**src/rtl/flush_ctrl_unit_pkg.sv**
```systemverilog
// Shared types and constants for the flush/redirect controller and its arbiter.
package flush_ctrl_unit_pkg;

  typedef enum logic [1:0] {
    ST_IDLE   = 2'd0,
    ST_FLUSH  = 2'd1,
    ST_REMAP  = 2'd2,
    ST_RESUME = 2'd3
  } fcu_state_e;

  localparam int STG_FTQ       = 0;
  localparam int STG_BPCHECK   = 1;
  localparam int STG_INSTQUEUE = 2;
  localparam int STG_DECODE    = 3;
  localparam int STG_DISPATCH  = 4;
  localparam int STG_ALLRS     = 5;
  localparam int STG_EU        = 6;
  localparam int STG_LSU       = 7;

  localparam logic AbleValue   = 1'b1;
  localparam logic EnableValue = 1'b1;

endpackage

```
**src/rtl/flush_ctrl_unit_prio_arb.sv**
```systemverilog
// Fixed-priority arbiter: lowest set request index wins; one-hot and encoded grant.
module flush_prio_arb #(
  parameter int N  = 3,
  parameter int IW = (N > 1) ? $clog2(N) : 1
) (
  input  logic [N-1:0]  req_i,
  output logic [N-1:0]  gnt_oh_o,
  output logic [IW-1:0] gnt_idx_o,
  output logic          gnt_vld_o
);

  always_comb begin
    gnt_oh_o  = '0;
    gnt_idx_o = '0;
    // Walk from the lowest priority up so the highest-priority request wins last.
    for (int i = N - 1; i >= 0; i--) begin
      if (req_i[i]) begin
        gnt_oh_o    = '0;
        gnt_oh_o[i] = 1'b1;
        gnt_idx_o   = IW'(i);
      end
    end
    gnt_vld_o = |req_i;
  end

endmodule

```
**src/rtl/flush_ctrl_unit.sv**
```systemverilog
// Flush/redirect controller: priority flush grant, per-stage flush pulse, aRAT remap handshake.
// Optional FLUSH_STAT_EN adds per-source flush counters and a REMAP cycle counter.
module flush_ctrl_unit
  import flush_ctrl_unit_pkg::*;
#(
  parameter int NUM_STAGES = 8,
  parameter int NUM_SRC    = 3,
  parameter int ADDR_W     = 32,
  parameter logic [NUM_SRC*NUM_STAGES-1:0] SRC_STAGE_MASK = '1,
  parameter logic [NUM_SRC-1:0]            SRC_REMAP_MASK = 3'b001,
  parameter int REMAP_MIN_CYC = 2,
  localparam int GW = (NUM_SRC > 1) ? $clog2(NUM_SRC) : 1
) (
  input  logic                      Clk,
  input  logic                      Rest,
  input  logic [NUM_SRC-1:0]        SrcReq,
  input  logic [NUM_SRC*ADDR_W-1:0] SrcPc,
  input  logic                      RemapAck,
  output logic [NUM_STAGES-1:0]     StageFlush,
  output logic                      RedirectValid,
  output logic [ADDR_W-1:0]         RedirectPc,
  output logic                      aRATRemapping,
  output logic                      FrontStall,
  output logic                      Busy,
`ifdef FLUSH_STAT_EN
  output logic [NUM_SRC*32-1:0]     FlushCnt,
  output logic [31:0]               RemapCycCnt,
`endif
  output logic [GW-1:0]             GrantSrc
);

  localparam int CW = $clog2(REMAP_MIN_CYC + 1);
  localparam logic [CW-1:0] MIN_C = CW'(REMAP_MIN_CYC);

  fcu_state_e         state_q, state_d;
  logic [GW-1:0]      win_q, win_d;
  logic [ADDR_W-1:0]  pc_q, pc_d;
  logic [CW-1:0]      cnt_q, cnt_d;
  logic               sticky_q, sticky_d;

  logic [NUM_SRC-1:0] gnt_oh;
  logic [GW-1:0]      gnt_idx;
  logic               gnt_vld;
  logic [ADDR_W-1:0]  pc_sel;

  flush_prio_arb #(.N(NUM_SRC), .IW(GW)) u_arb (
    .req_i     (SrcReq),
    .gnt_oh_o  (gnt_oh),
    .gnt_idx_o (gnt_idx),
    .gnt_vld_o (gnt_vld)
  );

  always_comb begin
    pc_sel = '0;
    for (int s = 0; s < NUM_SRC; s++)
      if (gnt_oh[s]) pc_sel = pc_sel | SrcPc[s*ADDR_W +: ADDR_W];
  end

  always_comb begin
    state_d       = state_q;
    win_d         = win_q;
    pc_d          = pc_q;
    cnt_d         = cnt_q;
    sticky_d      = sticky_q;
    StageFlush    = '0;
    RedirectValid = 1'b0;
    RedirectPc    = '0;
    aRATRemapping = 1'b0;
    FrontStall    = 1'b0;
    case (state_q)
      ST_IDLE: begin
        if (gnt_vld) begin
          win_d   = gnt_idx;
          pc_d    = pc_sel;
          state_d = ST_FLUSH;
        end
      end
      ST_FLUSH: begin
        StageFlush    = SRC_STAGE_MASK[win_q*NUM_STAGES +: NUM_STAGES];
        RedirectValid = 1'b1;
        RedirectPc    = pc_q;
        FrontStall    = 1'b1;
        cnt_d         = CW'(1);
        sticky_d      = 1'b0;
        state_d       = SRC_REMAP_MASK[win_q] ? ST_REMAP : ST_RESUME;
      end
      ST_REMAP: begin
        aRATRemapping = 1'b1;
        FrontStall    = 1'b1;
        if (cnt_q >= MIN_C && (RemapAck || sticky_q)) begin
          sticky_d = 1'b0;
          state_d  = ST_RESUME;
        end else begin
          // An ack arriving before the minimum hold is kept until the minimum is reached.
          sticky_d = sticky_q | RemapAck;
          if (cnt_q < MIN_C) cnt_d = cnt_q + CW'(1);
        end
      end
      default: begin
        FrontStall = 1'b1;
        state_d    = ST_IDLE;
      end
    endcase
  end

  always_ff @(posedge Clk) begin
    if (Rest) begin
      state_q  <= ST_IDLE;
      win_q    <= '0;
      pc_q     <= '0;
      cnt_q    <= '0;
      sticky_q <= 1'b0;
    end else begin
      state_q  <= state_d;
      win_q    <= win_d;
      pc_q     <= pc_d;
      cnt_q    <= cnt_d;
      sticky_q <= sticky_d;
    end
  end

  assign Busy     = (state_q != ST_IDLE);
  assign GrantSrc = win_q;

`ifdef FLUSH_STAT_EN
  logic [NUM_SRC-1:0][31:0] flush_cnt_q, flush_cnt_d;
  logic [31:0]              remap_cyc_q, remap_cyc_d;

  always_comb begin
    flush_cnt_d = flush_cnt_q;
    remap_cyc_d = remap_cyc_q;
    for (int s = 0; s < NUM_SRC; s++)
      if (state_q == ST_IDLE && gnt_vld && gnt_idx == GW'(s) && flush_cnt_q[s] != 32'hFFFF_FFFF)
        flush_cnt_d[s] = flush_cnt_q[s] + 32'd1;
    if (state_q == ST_REMAP && remap_cyc_q != 32'hFFFF_FFFF)
      remap_cyc_d = remap_cyc_q + 32'd1;
  end

  always_ff @(posedge Clk) begin
    if (Rest) begin
      flush_cnt_q <= '0;
      remap_cyc_q <= '0;
    end else begin
      flush_cnt_q <= flush_cnt_d;
      remap_cyc_q <= remap_cyc_d;
    end
  end

  assign FlushCnt    = flush_cnt_q;
  assign RemapCycCnt = remap_cyc_q;
`endif

endmodule

```
**config.mk**
```make
export PLATFORM = sky130hd
export DESIGN_NAME = flush_ctrl_unit
export DESIGN_NICKNAME = d
export VERILOG_FILES = /design/src/rtl/flush_ctrl_unit_pkg.sv /design/src/rtl/flush_ctrl_unit_prio_arb.sv /design/src/rtl/flush_ctrl_unit.sv
export SDC_FILE = /design/constraint.sdc
export NUM_CORES = 1
export LEC_CHECK = 0
export CAP_MARGIN = 20
export CORE_UTILIZATION = 50
export DETAILED_ROUTE_END_ITERATION = 12
export DONT_BUFFER_PORTS = 1
export GPL_TIMING_DRIVEN = 0
export PLACE_DENSITY = 0.73
export SLEW_MARGIN = 20
export SYNTH_ARGS = -nofsm -noshare
export SYNTH_HDL_FRONTEND = slang
export SYNTH_SLANG_ARGS = --single-unit
```
**constraint.sdc**
```tcl
create_clock -name Clk -period 3.48 [get_ports Clk]
set_input_delay 0.696 -clock Clk [delete_from_list [all_inputs] [get_ports Clk]]
set_output_delay 0.696 -clock Clk [all_outputs]
set_load 0.02 [all_outputs]
```
==> impl_summary.log <==
INFO  metric run_status = complete, no violations
INFO  metric ctsLongestPathBuffers = 2
INFO  metric dr.pass1.iters = 4
INFO  metric first_global_vias = 2169
INFO  metric power_density = 694 nW/µm²
INFO  metric area.sequential = 781 µm²
INFO  metric placedInstanceArea = 2550 µm²
INFO  metric cts-buffers-inserted = 5
INFO  metric synth_compound_gate_area_share = 29.5%
INFO  metric num_rows = 25
INFO  metric post_synthesis_simple_gate_area_fraction = 26.1%
INFO  metric dominantRegCellSynth = sky130_fd_sc_hd__dfxtp_1
INFO  metric final_cell_area = 2650 µm²
INFO  metric synth-seq-area-share = 31.6%
INFO  metric min_path_type = reg2reg
INFO  metric fp.coreArea = 4720 µm²
INFO  metric cp_num_buf_inv = 2
INFO  metric critical_path_peak_fanout = 9
INFO  metric drtAntennaViolNets = 0
INFO  metric ys_async_sr_fraction = 0%
INFO  metric power.leakage = 1.03 nW
INFO  metric synth_top_family_by_area = compound AO/OA/AOI/OAI gates
INFO  metric number_of_hold_repair_buffers_added_at_the_cts_stage = 0
INFO  metric skew = 5.22 ps
INFO  metric synth.top_cells.by_area = sky130_fd_sc_hd__dfxtp_1, sky130_fd_sc_hd__a32o_1, sky130_fd_sc_hd__and2_1
INFO  metric wire_per_inst = 16.8 µm
INFO  metric antenna-diode-count = 0
INFO  metric syn_avg_cell_area = 7.93 µm²
INFO  metric cts_root_buf = sky130_fd_sc_hd__clkbuf_8
INFO  metric synth.top_cell.area_share = 31.6%
INFO  metric filler_cell_count = 478
INFO  metric chipHeight = 72.2 µm
INFO  metric synth_adder_area_share = 2.54%
INFO  metric critical-path-slowest-cell = sky130_fd_sc_hd__a21boi_1
INFO  metric detail_route.iter0.violations = 97
INFO  metric h_tree_depth = 2
INFO  metric total_nets_after_synthesis = 418
INFO  metric post_layout_nets = 425
INFO  metric dp.final_hpwl = 4880 µm
INFO  metric rsz0062_at_grt = no
INFO  metric worst-slew-pin-transition = 817 ps
INFO  metric vias = 2244
INFO  metric yosys-top-cells-count = sky130_fd_sc_hd__dfxtp_1, sky130_fd_sc_hd__and2_1, sky130_fd_sc_hd__o21ai_0
INFO  metric finalSetupTns = 0 ps
INFO  metric critPathTopFamily = compound AO/OA/AOI/OAI gates
INFO  metric synth_seq_cells = 39
INFO  metric cts_resized = 0
INFO  metric place_worst_setup_slack = 863 ps
INFO  metric crit_start = state_q[1]
INFO  metric required = 2780 ps
INFO  metric tritoncts_num_sinks = 39
INFO  metric floorplan_die_area = 5220 µm²
INFO  metric start_util = 52.2%
INFO  metric synth_cells = 311
INFO  metric final_layout_size_suffix_gt1_share = 10.0%
INFO  metric mux_cell_area_share_after_synthesis = 0.811%
INFO  metric synth_enable_flop_cells = 0
INFO  metric synth-warning-count = 0
INFO  metric timing.final.ws_setup = 575 ps
INFO  metric buffers_on_ports = 0
INFO  metric setup.worst_path.start_class = flop
INFO  metric cp_slowest_stage_delay = 740 ps
INFO  metric register_to_register_setup_slack = 1640 ps
INFO  metric drv.max_cap_violation_count = 0
INFO  metric final_min_period_over_clock_period = 83.5%
INFO  metric post-cts-setup-buffer-count = 0
INFO  metric grt.overflow.total = 0
INFO  metric post-synth-top-count-cell = sky130_fd_sc_hd__dfxtp_1
INFO  metric worst_setup_hold_path_clk_slew = 80 ps
INFO  metric kind_of_end_point_of_the_critical_path = output pin
INFO  metric grt_start_max_net_pins = 12
INFO  metric timing.critical_path.cells = inv_1 -> ha_1 -> a21boi_1 -> buf_4
INFO  metric totalWireLength = 6490 µm
INFO  metric fin_crit = 2910 ps
INFO  metric hold_path.startpoint = pc_q[26]
INFO  metric final_max_slew_viol_count = 0
INFO  metric antenna_found_initial = 0
INFO  metric source_to_sink_clock_delay_at_the_later_pin_of_the_worst_skew_pair = 290 ps
INFO  metric timing.slew.headroom = 45.4%
INFO  metric detail_route.drc_violations = 0
INFO  metric setup_viol = 0
INFO  metric syn-cell-area = 2470 µm²
INFO  metric r2r-start = state_q[0]
INFO  metric num_io_pins = 148
INFO  metric grt_util_all_layers = 24.7%
INFO  metric yosysTopAreaCell = sky130_fd_sc_hd__dfxtp_1
INFO  metric die_width = 72.2 µm
INFO  metric ys_types = 33
INFO  metric timing.critical_path.arrival = 2210 ps
INFO  metric multiInputGateArea = 1450 µm²
INFO  metric grt_pass1_wl = 9940 µm
INFO  metric timing.final.hold_violations = 0
INFO  metric vias_per_cell = 5.81
INFO  metric timing.setup.critical_path_class = reg2out
INFO  metric holdWs = 459 ps
INFO  metric area.growth.synth_to_final = 7.45%
INFO  metric tritoncts_clock_tree = done
INFO  metric synthXorXnorAreaFrac = 0%
INFO  metric achievable-frequency = 344 MHz
INFO  metric ir_worst_vdd = 0.292 mV
INFO  metric placer_congestion = 0.767
-- state kept, by name, indices dropped and copies added, names as in the netlist --
signal / count
pc_q: 32
sticky_q: 1
GrantSrc: 2
cnt_q: 2
state_q: 2
-- power by group --
part | leakage [nW] | switching [W] | internal [W]
clock network | 0.0515 | 0.000154 | 0.000181
registers | 0.322 | 0.0000702 | 0.000573
logic | 0.653 | 0.000539 | 0.000323
total | 1.03 | 0.000764 | 0.00108
-- cells by family after synthesis --
kind of cell	count (synthesis)
buffers and inverters	42
DFF	39
adders and majority gates	5
AOI/OAI and AO/OA	107
and+or+nand+nor	116
muxes	2
-- cell type report --
| type | count | share of cell area [%] |
|---|---|---|
| Tap cell | 67 | 3.16 |
| Buffer | 36 | 7.93 |
| Clock buffer | 8 | 3.78 |
| Inverter | 6 | 0.849 |
| Sequential cell | 39 | 29.4 |
| Multi-Input combinational cell | 230 | 54.8 |
-- metal layers --
layer	GRT usage (%)	share of wire [%]	routed length, µm
met1	28.8	41	2650
met2	42.9	51	3300
met3	6.53	7.3	473
met4	10.0	0.97	63
met5	0	0	0
-- path summary, 6_finish.rpt --
path | cells after the start | end
setup reg to reg | 6 | pc_q[3]
hold reg to reg | 1 | pc_q[26]
hold / removal | 1 | pc_q[26]
setup / recovery | 4 | StageFlush[5]
-- layout by cell type (no fill, tap or decap), types with 4 or more instances in the layout --
cell type and n:
sky130_fd_sc_hd__dfxtp_1 39, sky130_fd_sc_hd__and2_1 35, sky130_fd_sc_hd__o21ai_0 34, sky130_fd_sc_hd__nand2b_1 33, sky130_fd_sc_hd__nand2_1 33, sky130_fd_sc_hd__a21oi_1 31, sky130_fd_sc_hd__a32o_1 29, sky130_fd_sc_hd__clkbuf_1 14
sky130_fd_sc_hd__buf_2 9, sky130_fd_sc_hd__buf_4 9, sky130_fd_sc_hd__nor2_1 7, sky130_fd_sc_hd__clkbuf_8 7, sky130_fd_sc_hd__inv_1 5, sky130_fd_sc_hd__ha_1 5, sky130_fd_sc_hd__buf_6 4
-- metrics by stage --
stage	utilization [%]	std cells	power (W)
6_report	56.1	386	0.00184
5_1_grt	56.1	386	0.00196
4_1_cts	56.1	386	0.00185
3_5_place_dp	54.0	378	0.00152
3_3_place_gp	54.0	378	0.00150
2_1_floorplan	-	311	0.00136
(Power assumes the default switching activity.)
